[src/rtl/dmx_axi_wr_arb.sv]
// Round-robin write arbiter: shares one address + write-data master port
// between NUM_REQ demux write engines. A grant covers one whole burst
// (address phase then all data beats). Priority rotates after the burst,
// and beat count vs. alen mismatches raise a sticky err_len.
module dmx_axi_wr_arb #(
  parameter int NUM_REQ = 2,
  parameter int IDX_W   = 1,
  parameter int ADDR_W  = 32,
  parameter int DATA_W  = 64
) (
  input  logic                         gclk,
  input  logic                         greset,
  input  logic [NUM_REQ-1:0]           s_avalid,
  output logic [NUM_REQ-1:0]           s_aready,
  input  logic [NUM_REQ*6-1:0]         s_aid,
  input  logic [NUM_REQ*ADDR_W-1:0]    s_addr,
  input  logic [NUM_REQ-1:0]           s_awrite,
  input  logic [NUM_REQ*4-1:0]         s_alen,
  input  logic [NUM_REQ*2-1:0]         s_aburst,
  input  logic [NUM_REQ*2-1:0]         s_asize,
  input  logic [NUM_REQ-1:0]           s_wvalid,
  output logic [NUM_REQ-1:0]           s_wready,
  input  logic [NUM_REQ*6-1:0]         s_wid,
  input  logic [NUM_REQ*DATA_W-1:0]    s_wdata,
  input  logic [NUM_REQ*DATA_W/8-1:0]  s_wstrb,
  input  logic [NUM_REQ-1:0]           s_wlast,
  output logic                         m_avalid,
  input  logic                         m_aready,
  output logic [5:0]                   m_aid,
  output logic [ADDR_W-1:0]            m_addr,
  output logic                         m_awrite,
  output logic [3:0]                   m_alen,
  output logic [1:0]                   m_aburst,
  output logic [1:0]                   m_asize,
  output logic                         m_wvalid,
  input  logic                         m_wready,
  output logic [5:0]                   m_wid,
  output logic [DATA_W-1:0]            m_wdata,
  output logic [DATA_W/8-1:0]          m_wstrb,
  output logic                         m_wlast,
  output logic [IDX_W-1:0]             grant_idx,
  output logic                         busy,
  output logic                         err_len,
  input  logic                         err_clr
);
  localparam int STRB_W = DATA_W/8;

  typedef enum logic [1:0] {IDLE, ADDR, DATA} state_t;

  state_t           r_state;
  logic [IDX_W-1:0] r_grant, r_rr_ptr;
  logic [3:0]       r_cnt;
  logic             r_busy, r_err;

  logic [IDX_W-1:0] w_sel, w_idx, w_next;
  logic             w_any, w_aph, w_dph;
  logic             w_cnt_zero, w_glast, w_ahs, w_whs, w_end, w_err;
  int               j;

  // First requesting index scanning upward from rr_ptr with wrap; the
  // reverse walk lets the smallest offset from rr_ptr win.
  always_comb begin
    w_sel = r_rr_ptr;
    w_any = 1'b0;
    w_idx = '0;
    j     = 0;
    for (int k = NUM_REQ-1; k >= 0; k--) begin
      j = int'(r_rr_ptr) + k;
      if (j >= NUM_REQ) j = j - NUM_REQ;
      w_idx = IDX_W'(j);
      if (s_avalid[w_idx]) begin
        w_sel = w_idx;
        w_any = 1'b1;
      end
    end
  end

  assign w_aph      = (r_state == ADDR);
  assign w_dph      = (r_state == DATA);
  assign w_next     = (r_grant == IDX_W'(NUM_REQ-1)) ? '0 : r_grant + 1'b1;

  // Address channel is a straight mux of the owner, zeroed outside ADDR
  assign m_avalid = w_aph & s_avalid[r_grant];
  assign m_aid    = w_aph ? s_aid   [r_grant*6      +: 6]      : '0;
  assign m_addr   = w_aph ? s_addr  [r_grant*ADDR_W +: ADDR_W] : '0;
  assign m_awrite = w_aph & s_awrite[r_grant];
  assign m_alen   = w_aph ? s_alen  [r_grant*4      +: 4]      : '0;
  assign m_aburst = w_aph ? s_aburst[r_grant*2      +: 2]      : '0;
  assign m_asize  = w_aph ? s_asize [r_grant*2      +: 2]      : '0;

  // Data channel mux; wlast is forced when the counter runs out so the
  // interconnect always sees a terminated burst.
  assign w_cnt_zero = (r_cnt == 4'd0);
  assign w_glast    = s_wlast[r_grant];
  assign m_wvalid   = w_dph & s_wvalid[r_grant];
  assign m_wid      = w_dph ? s_wid  [r_grant*6      +: 6]      : '0;
  assign m_wdata    = w_dph ? s_wdata[r_grant*DATA_W +: DATA_W] : '0;
  assign m_wstrb    = w_dph ? s_wstrb[r_grant*STRB_W +: STRB_W] : '0;
  assign m_wlast    = w_dph & (w_glast | w_cnt_zero);

  assign w_ahs = m_avalid & m_aready;
  assign w_whs = m_wvalid & m_wready;
  assign w_end = w_whs & (w_glast | w_cnt_zero);
  assign w_err = w_whs & (w_glast ^ w_cnt_zero);

  // Only the owner sees ready, and only in its current phase
  always_comb begin
    s_aready = '0;
    s_wready = '0;
    if (w_aph) s_aready[r_grant] = m_aready;
    if (w_dph) s_wready[r_grant] = m_wready;
  end

  // Burst-ownership FSM with rotating priority and sticky length error
  always_ff @(posedge gclk) begin
    if (greset) begin
      r_state  <= IDLE;
      r_grant  <= '0;
      r_rr_ptr <= '0;
      r_cnt    <= '0;
      r_busy   <= 1'b0;
      r_err    <= 1'b0;
    end else begin
      if (w_err)        r_err <= 1'b1;
      else if (err_clr) r_err <= 1'b0;
      case (r_state)
        IDLE: if (w_any) begin
          r_grant <= w_sel;
          r_busy  <= 1'b1;
          r_state <= ADDR;
        end
        ADDR: if (w_ahs) begin
          r_cnt   <= m_alen;
          r_state <= DATA;
        end
        DATA: begin
          if (w_whs) r_cnt <= r_cnt - 4'd1;
          if (w_end) begin
            r_rr_ptr <= w_next;
            r_busy   <= 1'b0;
            r_state  <= IDLE;
          end
        end
        default: r_state <= IDLE;
      endcase
    end
  end

  assign grant_idx = r_grant;
  assign busy      = r_busy;
  assign err_len   = r_err;

endmodule

[config.mk]
export PLATFORM = sky130hd
export DESIGN_NAME = dmx_axi_wr_arb
export DESIGN_NICKNAME = d
export VERILOG_FILES = /design/src/rtl/dmx_axi_wr_arb.sv
export SDC_FILE = /design/constraint.sdc
export NUM_CORES = 1
export LEC_CHECK = 0
export BUFFER_PORTS_ARGS = -buffer_cell sky130_fd_sc_hd__buf_2
export CAP_MARGIN = 30
export CORE_AREA = 2 2 155 157
export CTS_BUF_LIST = sky130_fd_sc_hd__clkbuf_8
export DETAILED_ROUTE_END_ITERATION = 10
export DIE_AREA = 0 0 157 159
export PLACE_DENSITY = 0.44
export RECOVER_POWER = 50
export SYNTH_ARGS = -nofsm -noshare
export SYNTH_HDL_FRONTEND = slang
export SYNTH_SLANG_ARGS = --single-unit
[constraint.sdc]
create_clock -name gclk -period 3.4 [get_ports gclk]
set_input_delay 0.68 -clock gclk [delete_from_list [all_inputs] [get_ports gclk]]
set_output_delay 0.68 -clock gclk [all_outputs]
set_load 0.05 [all_outputs]
==> key figures, run 1 <==
Global routing
  – Vias in the first global route: around 3600
  – GRT met2 Usage: 0.181
  – Initial antenna violation count: 0
  – GR peak layer: met2
  – Met1 Usage GRT: 0.118
  – Largest net degree at the start of global routing: 82
  – Gr usage total: 0.0963
  – Overflow after GRT: 0
  – Routing usage on met3: 0.0128
  – First-pass GRT wire length: between 15000 and 20000 um

Synth
  – Mapped Area: 2530 um2
  – Synthesized area per cell: 7.15 um2
  – Syn nets: 617
  – Seq cells post-synth: 10
  – Synth Instances: about 350
  – Ys Warns: 0
  – Register area share after synthesis: 0.0791
  – Distinct cells, synth: 37

Clock network
  – Clock sink count: 10
  – Clock Latency Late Sink: 240 ps
  – Hold buffers post-CTS: 0
  – Clock slew at reported path FFs: 50 ps
  – CTS buffer count: 3
  – TritonCTS clock tree: yes
  – H-tree levels: 1
  – CTS resizes: 0
  – Clock Tree Root: clkbuf_8
  – Clock Path Buffers: 2
  – Post-CTS Setup Inserts: 0

Floorplan
  – Die H: 159 um
  – Core area: 23200 um2
  – Placement row count: 56
  – Die area: around 25000 um2
  – Die W: ~160 um
  – I/O Pins: roughly 400
  – Initial Util: 0.109

Detailed routing
  – Via/cell ratio: about 3.7
  – Routed Antenna Nets: 0
  – Wire length per cell: approximately 13 um
  – Via count: between 3000 and 4000
  – DRT Wirelength: between 10000 and 15000 um
  – DRC viols: 0
  – DRT iter0 DRCs: 135
  – Pre-Repair DR Iteration Count: 4

Layout
  – Area growth, synth to finish: 90.6%
  – Layout cells sized above 1: 0.482
  – Fin nets: ~1000
  – # diodes: 0
  – FILL cells: ~2700

Timing
  – Hold slack: around 470 ps
  – Post-layout minimum cycle time: roughly 2900 ps
  – Worst clock skew: around 0.37 ps
  – RSZ-0062 raised after global routing: no
  – Tightest Pin Transition: 945 ps
  – Setup TNS: 0 ps
  – Endpoints failing hold: 0
  – Worst relative slew slack: 0.370
  – Endpoints failing setup: 0
  – Fmax: approximately 340 MHz
  – Final Max Slew Viols: 0
  – Period utilization: 0.865

Place
  – Detailed Place HPWL: approximately 12000 um
  – Placer Congestion: ~0.83
  – I/O Buffers: roughly 400

Critical path
  – Crit end category: output pin
  – CP max FO: 19
  – Required @ worst endpoint: 2720 ps
  – Worst setup path category: reg2out
  – Crit path launch type: flop
  – Critical path arrival: 2260 ps

Job
  – Max-cap violation count: 0

Outcome
  – Status: completed

Hold path
  – Worst min-delay path category: reg2reg

Power
  – Power per Cell Area: roughly 220 nW/um2
  – Maximum vdd ir drop: 0.0823 mV
  – P_leak: around 2.3 nW
==> flip-flops by register name, indices dropped and copies added, names as in the netlist <==
register / cells
busy: 1
err_len: 1
grant_idx: 1
r_cnt: 4
r_rr_ptr: 1
r_state: 2
==> report_power, final <==
group	internal, mW	switching [mW]
Sequential	0.125	0.0159
Clock	0.102	0.0510
Combinational	0.277	0.477
Total	0.504	0.544
==> layout make-up <==
class / count / area (um2) / area share
Clock buffer: 4 / 55.1 / 0.0114
Tap cell: 319 / 399 / 0.0828
Inverter: 5 / 18.8 / 0.00389
Timing Repair Buffer: 406 / 2000 / 0.415
Sequential cell: 10 / 204 / 0.0423
Multi-Input combinational cell: 307 / 2140 / 0.445
==> worst paths after layout <==
check	startpoint	endpoint	slack, ps	depth (start not counted)
max	grant_idx	m_wid[1]	460	4
min	busy	busy	470	2
max reg2reg	grant_idx	r_cnt[3]	1100	5
min reg2reg	busy	busy	470	2
==> logic make-up (layout without fill, tap and decap cells) <==
kind of cell,after synthesis,count (layout),share of synthesized area
AOI/OAI and AO/OA,24,24,0.0781
xor gates and xnor gates,1,1,0.00346
adders and majority gates,2,2,0.00989
buffers and inverters,37,415,0.0712
DFF,10,10,0.0791
muxes,129,129,0.515
and+or+nand+nor,151,151,0.243
==> through the flow <==
step                      power (mW)  area (um2)  instances  setup slack (ps)  utilization
after CTS                       1.07        4920       1051               709        0.212
final                           1.05        4820       1051               458        0.208
after floorplan                0.642        2530        354               487            -
after detailed placement       0.910        4870       1047               969        0.210
after global placement         0.909        4870       1047               976        0.210
after global routing            1.11        4820       1051               335        0.208
==> metal layers <==
layer | vias to the layer above | share of wire
met5 | - | 0
met4 | 0 | 0.0057
met3 | 8 | 0.073
met2 | 206 | 0.50
met1 | 1683 | 0.42
li1 | 1985 | -
==> cell usage after synthesis <==
| cell type | number | area share |
|---|---|---|
| a2bb2oi_1 | 2 | 0.0069 |
| a32oi_1 | 1 | 0.0035 |
| buf_4 | 2 | 0.0059 |
| mux2_2 | 1 | 0.0045 |
| and2b_1 | 1 | 0.0030 |
| a21oi_1 | 3 | 0.0059 |
| nand2b_1 | 3 | 0.0074 |
| a311oi_2 | 1 | 0.0059 |
| inv_1 | 5 | 0.0074 |
| xor2_1 | 1 | 0.0035 |
| o21ai_0 | 2 | 0.0040 |
| and3_1 | 1 | 0.0025 |
| nand3b_1 | 1 | 0.0030 |
| a221oi_1 | 4 | 0.014 |
| o31ai_1 | 2 | 0.0059 |
| o22a_1 | 1 | 0.0035 |
| mux2_4 | 2 | 0.012 |
| buf_1 | 1 | 0.0015 |
| and2_1 | 3 | 0.0074 |
| nand2_1 | 3 | 0.0045 |
| clkbuf_1 | 7 | 0.010 |
| ha_1 | 2 | 0.0099 |
| mux2i_1 | 126 | 0.50 |
| nor4_1 | 2 | 0.0049 |
| nor3_1 | 2 | 0.0040 |
| o31a_1 | 1 | 0.0035 |
| buf_2 | 21 | 0.042 |
| a31oi_1 | 1 | 0.0025 |
| a21bo_2 | 1 | 0.0040 |
| a211oi_1 | 4 | 0.012 |
| and3b_1 | 2 | 0.0069 |
| buf_6 | 1 | 0.0045 |
| nor2_1 | 130 | 0.19 |
| nor2b_1 | 2 | 0.0049 |
| dfxtp_1 | 10 | 0.079 |
| a22o_4 | 1 | 0.0069 |
| nand3_1 | 1 | 0.0020 |
==> critical path, stage by stage, from the launching register on <==
cell and delay [ps]:
dfxtp_4 580, clkbuf_1 590, mux2i_1 220, nor2_1 130
clkbuf_1 490
==> cell usage in the layout (no fill, tap or decap), types with 2 or more instances in the layout <==
master and n:
buf_2 334, nor2_1 130, mux2i_1 126, clkbuf_1 63, dfxtp_1 9, buf_4 7, inv_1 5, a211oi_1 4
a221oi_1 4, clkbuf_8 4, and2_1 3, nand2_1 3, a21oi_1 3, and3b_1 2, nor2b_1 2, mux2_1 2
nor3_1 2, nor4_1 2, o21ai_0 2, o31ai_1 2, a2bb2oi_1 2, ha_1 2, buf_12 2
(Power assumes the default switching activity.)
==> inputs of run 2 (changes only) <==
Clock period 3.4 ns to 3.3 ns, I/O delays scaled along.
==> key figures, run 2 (synthesis gave the netlist of run 1 again) <==
Outcome
  – Status: completed

Floorplan
  – Initial Util: 0.109
  – Die H: 159 um
  – Die W: between 150 and 200 um
  – Placement row count: 56
  – I/O Pins: a little under 400
  – Core area: approximately 23000 um2
  – Die area: 25000 um2

Power
  – Maximum vdd ir drop: 0.106 mV
  – Comb power frac: 0.731
  – Net Switching: ~570 uW
  – Switching share of power: 0.534
  – Clock Power Share: 0.135
  – Power per Cell Area: roughly 220 nW/um2
  – P_leak: 2.34 nW
  – Sequential share of power: 0.134
  – Power Total: ~1.1 mW
  – Power Internal: 494 uW

Global routing
  – Initial antenna violation count: 2
  – Largest net degree at the start of global routing: 60
  – Overflow after GRT: 0
  – Vias in the first global route: approximately 3600
  – Gr usage total: 0.0964
  – First-pass GRT wire length: roughly 19000 um

Critical path
  – Slowest-stage cell, CP: clkbuf_1
  – RR Startpoint: grant_idx
  – Setup crit end: m_wdata[8]
  – CP max FO: between 50 and 60
  – Worst stage delay on the critical path: approximately 490 ps
  – Crit. Startpoint: r_state[1]
  – Required @ worst endpoint: about 2600 ps
  – Worst setup path category: reg2out
  – Critical R2R Capture: r_cnt[3]
  – Setup slack, reg-to-reg: roughly 1300 ps
  – Crit path launch type: flop
  – Critical path arrival: 2200 ps
  – CP Cell Sequence: nand2b_2 > buf_12 > nor2_1 > clkbuf_1
  – R2R depth: 4
  – Crit end category: output pin

Place
  – Placed cell count: approximately 1000
  – I/O Buffers: about 400
  – Detailed Place HPWL: between 10000 and 15000 um
  – DP Area: between 4000 and 5000 um2
  – Placer Congestion: about 0.83
  – Pre-CTS setup slack: ~960 ps

Detailed routing
  – DRT Wirelength: about 14000 um
  – Wire length per cell: roughly 13 um
  – Routed Antenna Nets: 0
  – DRC viols: 0
  – Via count: 3882
  – Via/cell ratio: 3.71
  – DRT iter0 DRCs: 180
  – Pre-Repair DR Iteration Count: 4

Clock network
  – Clock Latency Late Sink: roughly 260 ps
  – Hold buffers post-CTS: 0
  – CTS buffer count: 3
  – Clock sink count: 10
  – Clock slew at reported path FFs: ~60 ps
  – Post-CTS Setup Inserts: 0
  – CTS resizes: 0
  – TritonCTS clock tree: yes
  – Clock Path Buffers: 2
  – Clock Tree Root: clkbuf_8
  – H-tree levels: 1

Layout
  – Cell area after layout: 4800 um2
  – Final Util: 0.207
  – Fin nets: between 900 and 1000
  – Layout cells sized above 1: 0.487
  – Most frequent cells in the layout: 338 x buf_2, 130 x nor2_1, 126 x mux2i_1, 57 x clkbuf_1, 9 x dfxtp_1
  – FILL cells: between 2000 and 3000
  – Non-filler cells, final: about 1000
  – Area growth, synth to finish: 89.6%
  – # diodes: 0
  – Max reg flops: 4
  – Top reg by flops: r_cnt
  – Top Registers: r_cnt: 4 flops, r_state: 2 flops
  – Most common cell after layout, fill and taps aside: buf_2
  – Reg area: roughly 200 um2
  – Area of the multi-input gates: around 2100 um2

Timing
  – Worst clock skew: roughly 12 ps
  – Final worst setup slack: between 400 and 500 ps
  – Tightest Pin Transition: between 900 and 1000 ps
  – RSZ-0062 raised after global routing: no
  – Period utilization: 0.867
  – Final Max Slew Viols: 0
  – Fmax: around 350 MHz
  – Endpoints failing setup: 0
  – Endpoints failing hold: 0
  – Hold slack: just under 500 ps
  – Post-layout minimum cycle time: 2860 ps
  – Worst relative slew slack: 0.381
  – Setup TNS: 0 ps

Job
  – Max-cap violation count: 0

Hold path
  – Worst min-delay path category: reg2reg
run 2: layout make-up:
class                           count  share of cell area
Multi-Input combinational cell    307               0.447
Timing Repair Buffer              401               0.414
Tap cell                          319              0.0832
Sequential cell                    10              0.0425
Clock buffer                        3             0.00861
Inverter                            5             0.00391
Clock inverter                      1            0.000782
run 2: routing by layer:
metal / global-route usage / routed length (um) / share of wire
met3: 0.0166 / 1030 / 0.076
met4: 0.0133 / 97 / 0.0071
met5: 0 / 21 / 0.0015
met2: 0.179 / 6790 / 0.50
met1: 0.117 / 5630 / 0.41
run 2: power groups by stage:
stage / registers, mW / logic [mW] / clock network (mW)
6_report: 0.142 / 0.775 / 0.143
5_1_grt: 0.145 / 0.831 / 0.150
4_1_cts: 0.143 / 0.789 / 0.141
3_5_place_dp: 0.145 / 0.786 / 0
3_3_place_gp: 0.145 / 0.785 / 0
2_1_floorplan: 0.145 / 0.517 / 0
run 2: worst min path at each step:
stage	startpoint	end	slack [ps]	cells after the start
finish	busy	busy	490	2
global route	busy	busy	520	2
CTS	busy	busy	480	2
detailed placement	busy	busy	470	2
global placement	busy	busy	460	2
floorplan	r_rr_ptr	r_rr_ptr	510	2
run 2: critical path: cells and delay by family (launching register included):
kind	cells	cell delay (ps)
flops	1	460
buf+inv	2	860
simple gates	2	590
